===== config.mk =====
export PLATFORM = sky130hd
export DESIGN_NAME = fitness_eval_ctrl
export DESIGN_NICKNAME = d
export VERILOG_FILES = /design/src/rtl/ga_pkg.sv /design/src/rtl/min_tracker.sv /design/src/rtl/fitness_eval_ctrl.sv
export SDC_FILE = /design/constraint.sdc
export NUM_CORES = 1
export LEC_CHECK = 0
export CAP_MARGIN = 30
export CORE_MARGIN = 2
export CORE_UTILIZATION = 65
export DETAILED_ROUTE_END_ITERATION = 6
export DONT_BUFFER_PORTS = 1
export GPL_TIMING_DRIVEN = 0
export PLACE_DENSITY = 0.84
export SLEW_MARGIN = 20
export SYNTH_ARGS = -nofsm -noshare
export SYNTH_HDL_FRONTEND = slang
export SYNTH_SLANG_ARGS = --single-unit

===== constraint.sdc =====
create_clock -name clk_i -period 6.1 [get_ports clk_i]
set_clock_uncertainty 0.05 [all_clocks]
set_input_delay 0.915 -clock clk_i [delete_from_list [all_inputs] [get_ports clk_i]]
set_output_delay 0.915 -clock clk_i [all_outputs]
set_load 0.02 [all_outputs]

===== src/rtl/ga_pkg.sv =====
// ga_pkg: shared widths, counter constants and sequencer state encoding for the fitness evaluator.
package ga_pkg;
    localparam int NUM_PARTICLE_TYPE = 3;
    localparam int DATA_WIDTH = 4;
    localparam int LATTICE_LENGTH = 11;
    localparam int PARTICLE_LENGTH = 2;
    localparam int SELF_FIT_LENGTH = 10;
    localparam int POP_SIZE = 50;
    localparam int ADDR_W = $clog2(POP_SIZE);
    localparam int CNT_W = ADDR_W + 1;
    localparam int IND_W = LATTICE_LENGTH * PARTICLE_LENGTH;
    localparam int SE_W = NUM_PARTICLE_TYPE * DATA_WIDTH;
    localparam int IM_W = NUM_PARTICLE_TYPE * NUM_PARTICLE_TYPE * DATA_WIDTH;
    localparam logic [CNT_W-1:0] POP_CNT = CNT_W'(POP_SIZE);
    localparam logic [CNT_W-1:0] LAST_CNT = CNT_W'(POP_SIZE - 1);

    typedef enum logic [2:0] {IDLE, CFG, ISSUE, DRAIN, DONE} state_t;
endpackage


===== src/rtl/min_tracker.sv =====
// min_tracker: running minimum energy and its index, committed to the visible result once per pass.
module min_tracker
    import ga_pkg::*;
(
    input  logic                       clk,
    input  logic                       rst,
    input  logic                       clear,
    input  logic                       update,
    input  logic                       commit,
    input  logic [SELF_FIT_LENGTH-1:0] energy,
    input  logic [ADDR_W-1:0]          idx,
    output logic [SELF_FIT_LENGTH-1:0] best_energy,
    output logic [ADDR_W-1:0]          best_idx
);
    logic [SELF_FIT_LENGTH-1:0] run_energy;
    logic [ADDR_W-1:0]          run_idx;

    // strict less-than keeps the earliest index on ties
    always_ff @(posedge clk) begin
        if (rst) begin
            run_energy  <= '1;
            run_idx     <= '0;
            best_energy <= '1;
            best_idx    <= '0;
        end else begin
            if (clear) begin
                run_energy <= '1;
                run_idx    <= '0;
            end else if (update && energy < run_energy) begin
                run_energy <= energy;
                run_idx    <= idx;
            end
            if (commit) begin
                best_energy <= run_energy;
                best_idx    <= run_idx;
            end
        end
    end
endmodule


===== src/rtl/fitness_eval_ctrl.sv =====
// fitness_eval_ctrl: streams one population bank through the fitness evaluator, stores energies and tracks the best.
module fitness_eval_ctrl
    import ga_pkg::*;
(
    input  logic                       clk_i,
    input  logic                       rst_i,
    input  logic                       start_i,
    input  logic                       pop_sel_i,
    input  logic [SE_W-1:0]            self_energy_vec_i,
    input  logic [IM_W-1:0]            interact_matrix_i,
    output logic                       pop_rd_en_o,
    output logic [ADDR_W-1:0]          pop_rd_addr_o,
    input  logic [IND_W-1:0]           pop_rd_data_i,
    output logic                       ev_set_data_o,
    output logic [SE_W-1:0]            ev_self_energy_o,
    output logic [IM_W-1:0]            ev_interact_o,
    output logic                       ev_in_valid_o,
    output logic [IND_W-1:0]           ev_ind_vec_o,
    output logic                       ev_ind_idx_o,
    input  logic                       ev_out_valid_i,
    input  logic [SELF_FIT_LENGTH-1:0] ev_energy_i,
    input  logic                       ev_wb_idx_i,
    output logic                       fit_wr_en_o,
    output logic [ADDR_W:0]            fit_wr_addr_o,
    output logic [SELF_FIT_LENGTH-1:0] fit_wr_data_o,
    output logic                       busy_o,
    output logic                       done_o,
    output logic [SELF_FIT_LENGTH-1:0] best_energy_o,
    output logic [ADDR_W-1:0]          best_idx_o,
    output logic                       err_o
);
    state_t           state, state_nx;
    logic             bank;
    logic [SE_W-1:0]  se_q;
    logic [IM_W-1:0]  im_q;
    logic [CNT_W-1:0] iss_cnt, wb_cnt;
    logic             in_valid_q, err_q;
    logic             accept, result_ok, bad_result;

    assign accept = state == IDLE && start_i;
    // results only count while a pass is collecting and not yet full
    assign result_ok = ev_out_valid_i && (state == ISSUE || state == DRAIN) && wb_cnt < POP_CNT;
    assign bad_result = ev_out_valid_i &&
        (ev_wb_idx_i != bank || state == IDLE || state == CFG || wb_cnt == POP_CNT);

    always_ff @(posedge clk_i) begin
        if (rst_i)
            state <= IDLE;
        else
            state <= state_nx;
    end

    always_comb begin
        state_nx = state == IDLE  ? (start_i ? CFG : IDLE) :
                   state == CFG   ? ISSUE :
                   state == ISSUE ? (iss_cnt == LAST_CNT ? DRAIN : ISSUE) :
                   state == DRAIN ? (wb_cnt == POP_CNT ? DONE : DRAIN) : IDLE;
    end

    always_comb begin
        pop_rd_en_o      = state == ISSUE;
        pop_rd_addr_o    = iss_cnt[ADDR_W-1:0];
        ev_set_data_o    = state == CFG;
        ev_self_energy_o = se_q;
        ev_interact_o    = im_q;
        ev_in_valid_o    = in_valid_q;
        ev_ind_vec_o     = in_valid_q ? pop_rd_data_i : '0;
        ev_ind_idx_o     = bank;
        fit_wr_en_o      = result_ok;
        fit_wr_addr_o    = result_ok ? {ev_wb_idx_i, wb_cnt[ADDR_W-1:0]} : '0;
        fit_wr_data_o    = result_ok ? ev_energy_i : '0;
        busy_o           = state != IDLE;
        done_o           = state == DONE;
        err_o            = err_q;
    end

    always_ff @(posedge clk_i) begin
        if (rst_i) begin
            bank       <= 1'b0;
            se_q       <= '0;
            im_q       <= '0;
            iss_cnt    <= '0;
            wb_cnt     <= '0;
            in_valid_q <= 1'b0;
            err_q      <= 1'b0;
        end else begin
            if (accept) begin
                bank <= pop_sel_i;
                se_q <= self_energy_vec_i;
                im_q <= interact_matrix_i;
            end
            // RAM data lands one cycle after the read strobe
            in_valid_q <= state == ISSUE;
            iss_cnt    <= state == CFG ? '0 : state == ISSUE ? iss_cnt + 1'b1 : iss_cnt;
            wb_cnt     <= state == CFG ? '0 : result_ok ? wb_cnt + 1'b1 : wb_cnt;
            err_q      <= (accept ? 1'b0 : err_q) | bad_result;
        end
    end

    min_tracker u_min (
        .clk         (clk_i),
        .rst         (rst_i),
        .clear       (state == CFG),
        .update      (result_ok),
        .commit      (state == DONE),
        .energy      (ev_energy_i),
        .idx         (wb_cnt[ADDR_W-1:0]),
        .best_energy (best_energy_o),
        .best_idx    (best_idx_o)
    );
endmodule


==> results.yml, run 1 <==
floorplanning:
  fp.dieH_um: 84.8
  core-area_mm2: 0.00631
  dieArea_mm2: 0.00719
  start_util_pct: 67.2
  ioPinCount: 203
  fp-row-count: 29
  die_w_um: 84.8
grt:
  overflow: 0
  grt_pass1_vias: 3402
  grt_pass1_wl_um: 16200
  grt_antenna_before_repair: 1
  grt_usage_pct: 28.4
  grt_max_degree: 19
clock_tree:
  h-tree-depth: 3
  root_buffer: "clkbuf_8"
  post-cts-setup-buffers: 0
  holdBufCountCts: 0
  post_cts_resize_count: 0
  cts_buffer_depth: 2
  clkTransAtPathRegs_ps: 90
  cts_made_buffers: 9
  cts_sinks: 100
  clk_latency_ps: 370
  tritoncts: "done"
place:
  io_buffer_count: 0
  gp_congestion: 0.839
  dp.cells: 596
  placed_area_mm2: 0.00434
  place_ws_ps: 2880
  hpwlAfterDp_um: 8100
logic_synthesis:
  synth.avg_cell_area_um2: 8.17
  synthCells: 519
  synthArstFlopShare_pct: 0
  synth.net_count: 618
  ys_seq_area_share_pct: 47.2
  synth_top_cell_area_share_pct: 47.2
  synth_edf_count: 0
  netlist_top_cells_area: "dfxtp_1 (47%), nand2_1 (12%), a21oi_1 (7.4%)"
  syn_area_mm2: 0.00424
  ys.flop_type: "dfxtp_1"
  synth_top_area_cell: "dfxtp_1"
  yosysWarningCount: 0
  synth_cell_types: 38
  ys_seq_elements: 100
timing:
  drv_slew: 0
  fin_setup_tns_ps: 0
  period_needed_ps: 3210
  worst_pin_slew_ps: 749
  finalCritPeriodShare_pct: 52.7
  setup_violations: 0
  rsz0062_at_grt: "false"
  hold_viol_final: 0
  slew_headroom_pct: 50.1
  setup_ws_ps: 2890
  max_freq_mhz: 311
detailed_routing:
  dr.first_iter.drc_count: 162
  avgViaCountPerCell: 5.75
  wire_per_inst_um: 17.1
  dr.pass1.iters: 4
  vias: 3526
  route.detailed.drc: 0
  routed_wl_um: 10500
  drtAntennaViolNets: 0
cells_and_area:
  drive_above_1_share_pct: 5.42
  nets: 629
  layout_common_cells: "nand2_1 (134), dfxtp_1 (100), a21oi_1 (63), nor2_1 (44), and2_1 (38)"
  fill_cells: 533
  layoutNonFillerInstCount: 613
  syn_to_final_growth_pct: 6.67
  layout_commonest_cell: "nand2_1"
  finalInstanceArea_mm2: 0.00452
critical_path:
  crit_type: "input port to output pin"
  r2r-end: "u_min.run_idx[4]"
  end_kind: "output pin"
  reg2regPathDepth: 8
  setup.worst_path.start: "ev_out_valid_i"
  cp.arrival_ps: 2250
  rr_startpoint: "u_min.run_energy[7]"
  rrSetupSlack_ps: 3630
  crit_required_ps: 5130
  cp-start-kind: "input port"
  crit_fanout: 10
  setup.worst_path.end: "fit_wr_data_o[2]"
power:
  swShare_pct: 30.4
  total_power_mw: 1.26
  p_int_mw: 0.879
  seqPwrFrac_pct: 57.8
  clockPowerShare_pct: 32.0
  comb_power_share_pct: 10.2
  p_switching_mw: 0.383
  p_leak_nw: 1.81
  ir_drop_uv: 185
  p_per_area_mw_per_mm2: 279
worst_hold_path:
  hold_start: "u_min.run_idx[1]"
  hp-class: "flip-flop to flip-flop"
status:
  status: "finished, final reports clean"
flow_run:
  maxCapViolCount: 0
[per-stage QoR]
stage                     util, %  hold slack, ps
final                        71.7             408
after global routing         71.7             427
after CTS                    71.6             411
after detailed placement     68.7             398
after global placement       68.7             397
after floorplan                 -             382
[cell usage after synthesis (all sizes together), types with 2 or more instances]
cell type,n
inv,14
nand2b,2
dfxtp,100
a211o,9
mux2i,17
and4,2
ha,13
or3,3
a21oi,63
nor3,2
a31oi,2
nor2b,2
xnor2,2
and3,3
nand2,134
o21ai,2
nor4b,2
clkbuf,30
xor2,7
nand4,3
buf,9
nor2,44
and2,38
a211oi,2
nand3b,2
nand3,3
[how the worst min path moves through the flow]
| stage | slack [ps] | cells after the start | end |
|---|---|---|---|
| after floorplan | 380 | 2 | u_min.best_idx[0] |
| after global placement | 400 | 2 | u_min.best_idx[2] |
| after detailed placement | 400 | 2 | u_min.best_idx[1] |
| after CTS | 410 | 2 | u_min.best_idx[1] |
| after global routing | 430 | 2 | u_min.best_idx[2] |
| final | 410 | 2 | u_min.best_idx[1] |
[final cells by class]
cell class / instances / area [µm²] / share of cell area (%)
plain buffers: 39 / 185 / 4.09
inverters: 14 / 52.6 / 1.16
well taps: 77 / 96.3 / 2.13
multi-input cells: 366 / 2000 / 44.2
clock buffers: 10 / 128 / 2.82
clock inverters: 6 / 56.3 / 1.24
diodes: 1 / 2.50 / 0.0553
flip-flops and latches: 100 / 2000 / 44.2
[critical path, stage by stage]
cell      delay [ps]
and4bb_2         260
o21a_1           150
buf_6            140
clkbuf_1         450
and2_1           330
[power by group through the flow]
stage | logic (mW) | registers, mW | clock network, mW
global route | 0.144 | 0.734 | 0.435
finish | 0.128 | 0.730 | 0.404
global placement | 0.122 | 0.744 | 0
floorplan | 0.103 | 0.738 | 0
detailed placement | 0.128 | 0.746 | 0
CTS | 0.129 | 0.730 | 0.406
[kinds of logic (layout without fill, tap and decap cells)]
group,Yosys count,after routing,synth area share [%]
multiplexers,17,17,4.01
XOR/XNOR,9,9,1.86
other,0,1,0
AO/OA/AOI/OAI,83,83,11.6
adder cells (fa/ha/maj),13,13,3.83
flip-flops,100,100,47.2
AND/OR/NAND/NOR,244,244,25.9
buffers and inverters,53,69,5.60
[state kept, by name (all words and copies together), names as in the netlist]
register           cells
err_o                  1
ev_in_valid_o          1
ev_ind_idx_o           1
ev_interact_o         36
ev_self_energy_o      12
iss_cnt                7
state                  3
u_min.best_energy     10
u_min.best_idx         6
u_min.run_energy      10
u_min.run_idx          6
wb_cnt                 7
[per-layer routing]
metal | share of wire, % | up-vias | GRT usage, % | wire length (µm)
li1 | - | 1714 | - | -
met1 | 39 | 1632 | 31.5 | 4070
met2 | 51 | 156 | 50.8 | 5400
met3 | 7.5 | 24 | 8.85 | 785
met4 | 2.2 | 0 | 10.8 | 235
met5 | 0 | - | 0 | 0
(Power assumes the default switching activity.)
==> run 2: changes to the inputs <==
--- a/config.mk
+++ b/config.mk
@@ -7,11 +7,11 @@
 export LEC_CHECK = 0
 export CAP_MARGIN = 30
 export CORE_MARGIN = 2
-export CORE_UTILIZATION = 65
+export CORE_UTILIZATION = 63
 export DETAILED_ROUTE_END_ITERATION = 6
 export DONT_BUFFER_PORTS = 1
 export GPL_TIMING_DRIVEN = 0
-export PLACE_DENSITY = 0.84
+export PLACE_DENSITY = 0.82
 export SLEW_MARGIN = 20
 export SYNTH_ARGS = -nofsm -noshare
 export SYNTH_HDL_FRONTEND = slang
==> constraint.sdc (replaced) <==
create_clock -name clk_i -period 3.1 [get_ports clk_i]
set_clock_uncertainty 0.05 [all_clocks]
set_input_delay 0.465 -clock clk_i [delete_from_list [all_inputs] [get_ports clk_i]]
set_output_delay 0.465 -clock clk_i [all_outputs]
set_load 0.02 [all_outputs]
==> run 2 against run 1 <==
Net effect: combinational power rose by 98%; critical path depth rose by 1; final cell count fell by 0.16%; wire length rose by 0.33%; clock-buffer cell count did not move; critical endpoint unchanged; largest cell class unchanged; highest routed layer unchanged.
==> results.yml, run 2 (same netlist as run 1, synthesis figures left out) <==
detailed_routing:
  dr.pass1.iters: 5
  vias: 3498
  wire_per_inst_um: 17.2
  route.detailed.drc: 0
  avgViaCountPerCell: 5.72
  dr.first_iter.drc_count: 120
  routed_wl_um: 10500
  drtAntennaViolNets: 0
timing:
  setup_ws_ps: 324
  max_freq_mhz: 360
  finalCritPeriodShare_pct: 89.5
  worst_pin_slew_ps: 779
  fin_setup_tns_ps: 0
  period_needed_ps: 2780
  hold_viol_final: 0
  drv_slew: 0
  slew_headroom_pct: 47.8
  setup_violations: 0
  rsz0062_at_grt: "false"
cells_and_area:
  drive_above_1_share_pct: 5.42
  n_antenna_cell: 0
  nets: 629
  layoutNonFillerInstCount: 612
  layout_common_cells: "nand2_1 (134), dfxtp_1 (100), a21oi_1 (63), nor2_1 (44), and2_1 (38)"
  multi_input_area_mm2: 0.00200
  largest_reg_flops: 36
  layout_commonest_cell: "nand2_1"
  regArea_mm2: 0.00200
  final_core_util_pct: 70.4
  fill_cells: 550
  syn_to_final_growth_pct: 6.61
critical_path:
  crit_fanout: 10
  r2r-end: "u_min.run_energy[7]"
  crit_type: "flip-flop to output pin"
  cpPeakStageDelay_ps: 450
  path_cells: "buf_2 -> and4bb_2 -> o21a_1 -> buf_6 -> clkbuf_1 -> and2_1"
  cpMaxStageDelayCell: "clkbuf_1"
  reg2regPathDepth: 8
  rr_startpoint: "u_min.run_energy[7]"
  crit_required_ps: 2580
  cp-start-kind: "flip-flop"
  cp.arrival_ps: 2260
  end_kind: "output pin"
  rrSetupSlack_ps: 690
grt:
  grt_usage_pct: 28.4
  grt_pass1_vias: 3428
  grt_pass1_wl_um: 16300
  grt_antenna_before_repair: 0
  overflow: 0
  grt_max_degree: 19
clock_tree:
  tritoncts: "done"
  cts_buffer_depth: 2
  clkTransAtPathRegs_ps: 110
  holdBufCountCts: 0
  clk_latency_ps: 370
  h-tree-depth: 3
  root_buffer: "clkbuf_8"
  cts_made_buffers: 9
  post-cts-setup-buffers: 0
  post_cts_resize_count: 0
  cts_sinks: 100
flow_run:
  maxCapViolCount: 0
place:
  hpwlAfterDp_um: 8190
  dp.cells: 596
  gp_congestion: 0.823
  place_ws_ps: 611
  io_buffer_count: 0
status:
  status: "finished, final reports clean"
floorplanning:
  ioPinCount: 203
  fp-row-count: 29
  die_w_um: 86.1
  start_util_pct: 66.0
  core-area_mm2: 0.00642
  fp.dieH_um: 86.1
  dieArea_mm2: 0.00740
worst_hold_path:
  hold_start: "interact_matrix_i[32]"
  holdPathEnd: "ev_interact_o[32]"
  hp-class: "input port to flip-flop"
  min_path_cells: 2
power:
  ir_drop_uv: 345
  p_leak_nw: 1.81
  p_per_area_mw_per_mm2: 548
  total_power_mw: 2.48
==> run 2: cell types whose count changed in the layout (fill, tap and decap cells not counted) <==
cell and change:
clkinv_4 -1, diode_2 -1, inv_6 +1
==> run 2: cell type report <==
class	instances	area share (%)
sequential	100	44.3
multi-input combinational	366	44.3
buffer	39	4.10
clock buffer	10	2.82
tap	77	2.13
clock inverter	6	1.25
inverter	14	1.16
==> run 2: how the worst max path moves through the flow <==
stage,start,to,slack (ps),cells after the start
floorplan,ev_energy_i[7],u_min.run_energy[4],870,7
global route,state[2],fit_wr_data_o[6],250,6
CTS,state[2],fit_wr_data_o[2],310,6
detailed placement,ev_energy_i[7],u_min.run_energy[7],610,7
global placement,ev_energy_i[7],u_min.run_idx[4],690,7
finish,state[2],fit_wr_data_o[2],320,6
==> run 2: metrics by stage <==
step	hold slack, ps	instance area (µm²)
3_3_place_gp	398	4340
6_report	156	4520
2_1_floorplan	382	4240
4_1_cts	150	4520
5_1_grt	155	4520
3_5_place_dp	397	4340
==> run 2: worst max-delay path, delay by kind of cell (launching register included) <==
| family | cells | cell delay [ps] |
|---|---|---|
| buffers and inverters | 3 | 740 |
| AOI/OAI and AO/OA | 1 | 150 |
| DFF | 1 | 300 |
| and+or+nand+nor | 2 | 700 |
==> run 2: per-layer routing <==
| metal | global-route usage (%) | up-vias | wire (µm) |
|---|---|---|---|
| met2 | 51.4 | 154 | 5370 |
| met1 | 30.6 | 1611 | 4000 |
| met3 | 7.22 | 25 | 864 |
| met4 | 13.6 | 0 | 291 |
| met5 | 0 | - | 0 |
| li1 | - | 1708 | - |
==> run 2: power by group <==
part / internal [mW] / total (mW) / leakage, nW / switching [mW]
Clock: 0.311 / 0.790 / 0.0913 / 0.479
Combinational: 0.0815 / 0.253 / 0.901 / 0.172
Sequential: 1.34 / 1.44 / 0.815 / 0.0972
==> run 3: changes to the inputs <==
--- a/config.mk
+++ b/config.mk
@@ -11,6 +11,7 @@
 export DETAILED_ROUTE_END_ITERATION = 6
 export DONT_BUFFER_PORTS = 1
 export GPL_TIMING_DRIVEN = 0
+export HOLD_SLACK_MARGIN = 0.12
 export PLACE_DENSITY = 0.82
 export SLEW_MARGIN = 20
 export SYNTH_ARGS = -nofsm -noshare
==> results of run 3 <==
No change in the layout: final DEF, timing and power equal those of run 2.
